--- src/rtl/ps2_pkg.sv ---
// Shared types and scan-code constants for the PS/2 receive path.
package ps2_pkg;

    typedef enum logic [1:0] {
        IDLE   = 2'd0,
        DATA   = 2'd1,
        PARITY = 2'd2,
        STOP   = 2'd3
    } frame_state_t;

    localparam logic [7:0] SC_EXT   = 8'hE0;
    localparam logic [7:0] SC_BRK   = 8'hF0;
    localparam logic [7:0] SC_UP    = 8'h75;
    localparam logic [7:0] SC_DOWN  = 8'h72;
    localparam logic [7:0] SC_LEFT  = 8'h6B;
    localparam logic [7:0] SC_RIGHT = 8'h74;

    // PS/2 uses odd parity across the data byte plus the parity bit.
    function automatic logic odd_parity_ok(input logic [7:0] data, input logic par);
        return ^{data, par};
    endfunction

endpackage

--- src/rtl/ps2_line_filter.sv ---
// Synchronizes the raw PS/2 lines, debounces ps2_clk and emits a one-cycle
// strobe on each filtered falling edge.
module ps2_line_filter #(
    parameter int FILTER_CYCLES = 8
) (
    input  logic clk,
    input  logic reset,
    input  logic ps2_clk,
    input  logic ps2_data,
    output logic data_sync,
    output logic strobe
);

    localparam logic [7:0] RUN_LAST = 8'(FILTER_CYCLES - 1);

    logic       clk_p0, clk_p1;
    logic       data_p0, data_p1;
    logic       clk_filt;
    logic [7:0] run_cnt;

    assign data_sync = data_p1;

    always_ff @(posedge clk or posedge reset) begin
        if (reset) begin
            clk_p0   <= 1'b1;
            clk_p1   <= 1'b1;
            data_p0  <= 1'b1;
            data_p1  <= 1'b1;
            clk_filt <= 1'b1;
            run_cnt  <= 8'd0;
            strobe   <= 1'b0;
        end else begin
            // two-flop synchronizer stage
            clk_p0  <= ps2_clk;
            clk_p1  <= clk_p0;
            data_p0 <= ps2_data;
            data_p1 <= data_p0;
            // filter stage: flip only after a full run of disagreeing samples
            strobe  <= 1'b0;
            if (clk_p1 != clk_filt) begin
                if (run_cnt == RUN_LAST) begin
                    clk_filt <= clk_p1;
                    run_cnt  <= 8'd0;
                    strobe   <= clk_filt;
                end else begin
                    run_cnt <= run_cnt + 8'd1;
                end
            end else begin
                run_cnt <= 8'd0;
            end
        end
    end

endmodule

--- src/rtl/ps2_key_decoder.sv ---
// PS/2 keyboard receiver: frame FSM, inter-bit watchdog and arrow-key decoder.
// Define PS2_PARITY_CHECK_EN to reject frames with a parity mismatch.
module ps2_key_decoder
    import ps2_pkg::*;
#(
    parameter int FILTER_CYCLES  = 8,
    parameter int TIMEOUT_CYCLES = 200000
) (
    input  logic       clk,
    input  logic       reset,
    input  logic       ps2_clk,
    input  logic       ps2_data,
    output logic [7:0] rx_byte,
    output logic       rx_valid,
    output logic       rx_error,
    output logic       move_up,
    output logic       move_down,
    output logic       move_left,
    output logic       move_right
);

    localparam int              WD_W    = $clog2(TIMEOUT_CYCLES + 1);
    localparam logic [WD_W-1:0] WD_LAST = WD_W'(TIMEOUT_CYCLES - 1);
    localparam logic [WD_W-1:0] WD_MAX  = WD_W'(TIMEOUT_CYCLES);

    logic            strobe;
    logic            data_bit;
    frame_state_t    state, state_nxt;
    logic [2:0]      bit_cnt;
    logic [7:0]      shift_reg;
    logic [WD_W-1:0] wd_cnt;
    logic            shift_en;
    logic            frame_ok;
    logic            frame_bad;
    logic            timeout;
    logic            parity_good;
    logic            ext_pending;
    logic            brk_pending;

    ps2_line_filter #(
        .FILTER_CYCLES(FILTER_CYCLES)
    ) u_line_filter (
        .clk      (clk),
        .reset    (reset),
        .ps2_clk  (ps2_clk),
        .ps2_data (ps2_data),
        .data_sync(data_bit),
        .strobe   (strobe)
    );

`ifdef PS2_PARITY_CHECK_EN
    logic parity_bit;

    always_ff @(posedge clk) begin
        if (strobe && state == PARITY)
            parity_bit <= data_bit;
    end

    assign parity_good = odd_parity_ok(shift_reg, parity_bit);
`else
    assign parity_good = 1'b1;
`endif

    always_ff @(posedge clk or posedge reset) begin
        if (reset)
            state <= IDLE;
        else
            state <= state_nxt;
    end

    always_comb begin
        state_nxt = state;
        shift_en  = 1'b0;
        frame_ok  = 1'b0;
        frame_bad = 1'b0;
        // a strobe in the expiry cycle restarts the count instead of aborting
        timeout   = (state != IDLE) && !strobe && (wd_cnt == WD_LAST);
        case (state)
            IDLE: begin
                if (strobe && !data_bit)
                    state_nxt = DATA;
            end
            DATA: begin
                if (strobe) begin
                    shift_en = 1'b1;
                    if (bit_cnt == 3'd7)
                        state_nxt = PARITY;
                end
            end
            PARITY: begin
                if (strobe)
                    state_nxt = STOP;
            end
            STOP: begin
                if (strobe) begin
                    state_nxt = IDLE;
                    if (data_bit && parity_good)
                        frame_ok = 1'b1;
                    else
                        frame_bad = 1'b1;
                end
            end
            default: state_nxt = IDLE;
        endcase
        if (timeout)
            state_nxt = IDLE;
    end

    always_ff @(posedge clk) begin
        if (shift_en)
            shift_reg <= {data_bit, shift_reg[7:1]};
    end

    always_ff @(posedge clk or posedge reset) begin
        if (reset) begin
            bit_cnt <= 3'd0;
            wd_cnt  <= '0;
        end else begin
            if (shift_en)
                bit_cnt <= bit_cnt + 3'd1;
            else if (state != DATA)
                bit_cnt <= 3'd0;
            if (strobe)
                wd_cnt <= '0;
            else if (state != IDLE && wd_cnt != WD_MAX)
                wd_cnt <= wd_cnt + WD_W'(1);
        end
    end

    // decode stage: byte, pulses and key levels all update together
    always_ff @(posedge clk or posedge reset) begin
        if (reset) begin
            rx_byte     <= 8'h00;
            rx_valid    <= 1'b0;
            rx_error    <= 1'b0;
            ext_pending <= 1'b0;
            brk_pending <= 1'b0;
            move_up     <= 1'b0;
            move_down   <= 1'b0;
            move_left   <= 1'b0;
            move_right  <= 1'b0;
        end else begin
            rx_valid <= frame_ok;
            rx_error <= frame_bad | timeout;
            if (frame_ok) begin
                rx_byte <= shift_reg;
                if (shift_reg == SC_EXT) begin
                    ext_pending <= 1'b1;
                end else if (shift_reg == SC_BRK) begin
                    brk_pending <= 1'b1;
                end else begin
                    if (ext_pending) begin
                        case (shift_reg)
                            SC_UP:    move_up    <= !brk_pending;
                            SC_DOWN:  move_down  <= !brk_pending;
                            SC_LEFT:  move_left  <= !brk_pending;
                            SC_RIGHT: move_right <= !brk_pending;
                            default:  ;
                        endcase
                    end
                    ext_pending <= 1'b0;
                    brk_pending <= 1'b0;
                end
            end else if (frame_bad || timeout) begin
                ext_pending <= 1'b0;
                brk_pending <= 1'b0;
            end
        end
    end

endmodule

--- config.mk ---
export PLATFORM = sky130hd
export DESIGN_NAME = ps2_key_decoder
export DESIGN_NICKNAME = d
export VERILOG_FILES = /design/src/rtl/ps2_pkg.sv /design/src/rtl/ps2_line_filter.sv /design/src/rtl/ps2_key_decoder.sv
export SDC_FILE = /design/constraint.sdc
export NUM_CORES = 1
export LEC_CHECK = 0
export BUFFER_PORTS_ARGS = -buffer_cell sky130_fd_sc_hd__buf_2
export CORE_AREA = 3 3 112 114
export CTS_CLUSTER_DIAMETER = 100
export CTS_CLUSTER_SIZE = 16
export DETAILED_ROUTE_END_ITERATION = 10
export DIE_AREA = 0 0 115 117
export SETUP_SLACK_MARGIN = 0.1
export SLEW_MARGIN = 0
export SYNTH_ARGS = -nofsm -noshare
export SYNTH_HDL_FRONTEND = slang
export SYNTH_SLANG_ARGS = --single-unit
--- constraint.sdc ---
create_clock -name clk -period 4.49 [get_ports clk]
set_input_delay 0.2245 -clock clk [delete_from_list [all_inputs] [get_ports clk]]
set_output_delay 0.2245 -clock clk [all_outputs]
set_load 0.01 [all_outputs]
# == Word level (Yosys, flattened, before mapping) ==
# Index checks and enable logic that the tools add are counted.
# word_totals
regBits,61
latch_bits,0
ramBits,0
mem_bits_ro,0
input_bits,4
output_inout_bits,14
mem_count,0
# classes
n_addsub,3
mul,0
n_div,0
n_lt_le_gt_ge,0
eq_ne,22
shifts,0
muxes,30
bitwise_logic,3
n_reduce_logical,21
# ops
op,count
18-bit two-way mux,2
8-bit by 7-bit equality test with 1-bit output (second input constant),4
5-bit AND reduction,5
18-bit by 1-bit adder with 18-bit output (second input constant),1
18-bit equality test (second input constant),1
18-bit != test (second input constant),1
1-bit two-way mux,17
8-bit equality test (second input constant),2
8-bit two-way mux,2
2-bit two-way mux,6
3-bit by 2-bit != test with 1-bit output (second input constant),3
3-bit != test (second input constant),3
8-bit by 1-bit adder with 8-bit output (second input constant),1
8-bit by 3-bit equality test with 1-bit output (second input constant),1
2-bit case mux with 4 select lines,1
2-bit nonzero test,4
3-bit two-way mux,2
2-bit AND reduction,3
2-bit equality test (second input constant),2
1-bit logical AND,4
3-bit by 1-bit adder with 3-bit output (second input constant),1
3-bit equality test (second input constant),1
1-bit zero test,3
2-bit by 1-bit equality test with 1-bit output (second input constant),1
other kinds (7),8

# == Longest topological paths before layout ==
# depth
ltp_word,6
ltp_mapped,7

# == Hierarchy ==
# Synthesis repeated with hierarchy kept, for this count alone.
# unflattened
hier_cells,254
area_unflattened_um2,2879.0
# by_module_without_submodules
mod,instances,cells_each,area_each_um2,seq_area_each_um2
ps2_key_decoder,1,206,2287.2,1216.2
ps2_line_filter,1,48,591.8,356.6

# == Worst setup path before layout ==
# OpenSTA, ideal clock, no wires.
# synth_path
path_type,register to register
start,register state[1]
end,register wd_cnt[17]
arrival_ns,1.794
required_ns,4.362
setup_slack_ns,2.569
stages_incl_launch_ff,7
n_path_buf,1
cell_sequence,dfrtp_1 -> inv_1 -> ha_1 -> clkbuf_1 -> or4b_1 -> a211oi_1 -> mux2_1
# synth_between
elab_chain_len,3
# synth_rtl
element,line_no,text
from (decl),ps2_key_decoder.sv:28,"frame_state_t state, state_nxt;"
from (signal assigned),ps2_key_decoder.sv:68,state <= state_nxt;
2-bit nonzero test,ps2_key_decoder.sv:125,else if (state != IDLE && wd_cnt != WD_MAX)
1-bit logical AND,ps2_key_decoder.sv:125,
2-bit nonzero test (no source line),n/a,
to (signal assigned),ps2_key_decoder.sv:126,wd_cnt <= wd_cnt + WD_W'(1);
to (decl),ps2_key_decoder.sv:31,logic [WD_W-1:0] wd_cnt;
# No other way between the ends.
# A chain may end at the register's enable or synchronous reset.

# == Final worst setup path ==
# layout_path
start,register state[0]
end,register state[1]
# layout_between
elab_chain_len,5
# layout_rtl
element,line_no,text
2-bit nonzero test,ps2_key_decoder.sv:77,timeout = (state != IDLE) && !strobe && (wd_cnt == WD_LAST);
1-bit logical AND (2 in a row),ps2_key_decoder.sv:77,
3-bit by 2-bit != test with 1-bit output (no source line) / 3-bit != test (equally long branches),n/a,
5-bit AND reduction (no source line),n/a,
# Parallel ways exist; a longest one is shown, timed or not.

==> reports/metrics.yaml <==
top_register: "wd_cnt"
portBuffers: 17
slew_viol_final: 0
power.leakage_uw: 0.001565
crit_type: "flip-flop to flip-flop"
grt_pass1_vias: 2016
max-slew-margin-rel_pct: 54.58
core_area_mm2: 0.01152
crit_start: "state[0]"
cp_cell_sequence: "inv_1 -> ha_1 -> or3_1 -> nor3_1 -> nand2_1 -> a311o_1"
clkSlewWorstSetupHoldPaths_ns: 0.05
die_h_um: 117
grtUsageTotal_pct: 8.970
reg2reg_depth: 6
clock_skew_ns: 0.006736
drcViolationCount: 0
multi_input_area_mm2: 0.001221
gp_congestion: 0.7677
yosysUniqueCellTypes: 48
final_common_cell: "dfrtp_1"
final_cell_mix: "dfrtp_1 (48), nor2_1 (23), buf_2 (17)"
routed_wl_um: 5324
switching_power_uw: 459.6
status: "finished clean"
powerDensity_mw_per_mm2: 486.8
grt_overflow: 0
grt_max_degree: 54
fmax_mhz: 458.4
cts_buffers: 9
seq_area_frac_synth_pct: 54.46
grt.met2_usage_pct: 14.47
use_met3_pct: 4.113
p_sw_share_pct: 27.32
clk_latency_ns: 0.33
r2r_start: "state[0]"
synth_nets: 265
regArea_mm2: 0.001573
maxCapViolations: 0
synth-seq-cells: 61
cp_slowest_stage_delay_ns: 0.41
cts_tree: "yes"
r2r_slack_ns: 2.31
ir_drop_v: 0.0001996
power_frac_comb_pct: 16.8
antenna_found_initial: 0
rows: 39
die_x_um: 115
clockRootBuffer: "clkbuf_16"
final-setup-viol-count: 0
cp_max_fo: 18
power_frac_seq_pct: 40.2
cp_slowest_cell: "ha_1"
area_growth_pct: 19.67
ioPinCount: 18
finalHoldViolCount: 0
synth_warnings: 0
die-area_mm2: 0.01346
largest_register_ff_count: 18
clkPwrFrac_pct: 43.0
start_util_pct: 25.08
vias_per_cell: 4.589
hpwl_um: 3530
first_iter_violations: 124
arrival_ns: 2.38
clk_path_buf_depth: 2
drt_pass1_iterations: 4
gr-usage-met1_pct: 10.58
syn_area_mm2: 0.002888
syn_avg_cell_area_um2: 11.46
drive_above_1_share_pct: 21.07
diodes: 0
final.min_clock_period_ns: 2.182
htree_num_levels: 3
async_flop_share_pct: 86.89
cp_data_required_time_ns: 4.69
top_usage_layer: "met2"
hold_path.class: "input port to asynchronous set/reset pin"
cts_sinks: 61
period_share_pct: 48.59
internal_power_uw: 1223
synthCells: 252
synth_edf_count: 8
grt_setup_unrepaired: "no"
layout.nets: 288
fin_area_mm2: 0.003456
via_count: 1941
finalSetupTns_ns: 0
place_area_mm2: 0.003122
holdWs_ns: 0.08176
worstMarginPinSlew_ns: 0.6813
r2r_end: "state[1]"
ys.flop_type: "dfrtp_1"
fillers: 1173
wl_per_cell_um: 12.59
ant_nets: 0
grt_pass1_wl_um: 9501
setup.worst_path.end_class: "flip-flop"
start_kind: "flip-flop"
layout make-up:
class	instances	share of cell area, %
well taps	143	5.177
repair buffers	21	3.476
inverters	13	1.412
flip-flops and latches	61	45.51
multi-input cells	169	35.34
clock buffers	9	6.517
clock inverters	7	2.571
power groups by stage:
| stage | logic (uW) | clock network, uW | registers, uW |
|---|---|---|---|
| floorplan | 233 | 0 | 672 |
| global placement | 272 | 0 | 681 |
| detailed placement | 284 | 0 | 684 |
| CTS | 285 | 745 | 675 |
| global route | 333 | 769 | 684 |
| finish | 283 | 724 | 676 |
synthesized netlist by cell type, types with 2 or more instances:
master    number  area share [%]
edfxtp_1       8             8.3
or3_1          5             1.1
a32o_1         2            0.69
nor3_1         7             1.2
ha_1           9             3.9
nor4b_1        5             1.5
and4_1         3            0.91
nand2b_1       4            0.87
buf_2          3            0.52
a21oi_1        7             1.2
a211oi_1       2            0.52
mux2_1         2            0.78
o21ai_0        8             1.4
mux2i_1        7             2.4
nor2b_1        9             1.9
nand3_2        2            0.69
dfrtp_1       48              42
clkbuf_1       4            0.52
nand3_1        7             1.2
mux2_2        13             5.1
and3_1         2            0.43
inv_1         13             1.7
nor4bb_1       2            0.69
dfstp_2        5             4.5
and2_1         2            0.43
or2_2          2            0.43
nor3b_1        2            0.52
nand4_1        7             1.5
xnor2_1        5             1.5
nor2_1        23             3.0
or4_1          2            0.52
nand2_1        9             1.2
xor2_1         8             2.4
critical path, delay by kind of cell (launching register included):
| family | cells | cell delay [ns] |
|---|---|---|
| and+or+nand+nor | 3 | 0.83 |
| adders and majority gates | 1 | 0.41 |
| DFF | 1 | 0.38 |
| AOI/OAI and AO/OA | 1 | 0.35 |
| buffers and inverters | 1 | 0.09 |
through the flow:
step | util, % | std cells | worst slack, ns | power, uW
global route | 30.01 | 423 | 2.183 | 1786
finish | 30.01 | 423 | 2.308 | 1682
floorplan | - | 252 | 2.569 | 905.1
detailed placement | 27.11 | 405 | 2.366 | 967.7
CTS | 30.01 | 423 | 2.360 | 1704
global placement | 27.11 | 405 | 2.434 | 953.4
worst max-delay path by stage:
stage / slack [ns] / endpoint
2_1_floorplan: 2.57 / wd_cnt[17]
3_3_place_gp: 2.43 / wd_cnt[17]
3_5_place_dp: 2.37 / wd_cnt[17]
4_1_cts: 2.36 / wd_cnt[17]
5_1_grt: 2.18 / state[1]
6_report: 2.31 / state[1]
logic make-up (layout without fill, tap and decap cells):
logic type / after synthesis / count (layout) / synth area share [%]
adders and majority gates: 9 / 9 / 3.900
AOI/OAI and AO/OA: 23 / 23 / 5.416
buffers and inverters: 22 / 50 / 3.249
and+or+nand+nor: 102 / 102 / 20.75
DFF: 61 / 61 / 54.46
xor gates and xnor gates: 13 / 13 / 3.943
muxes: 22 / 22 / 8.276
routing by layer:
layer / wire length [um] / vias to the layer above
li1: - / 943
met5: 0 / -
met3: 238 / 5
met4: 53 / 0
met1: 2573 / 961
met2: 2459 / 32
what timing repair did:
item | CTS | global route
hold endpoints to repair | 2 | 0
hold buffers | 2 | 0
setup buffers | 0 | 0
gates resized for setup | 0 | 0
No activity file was read; power rests on OpenSTA's default activity.
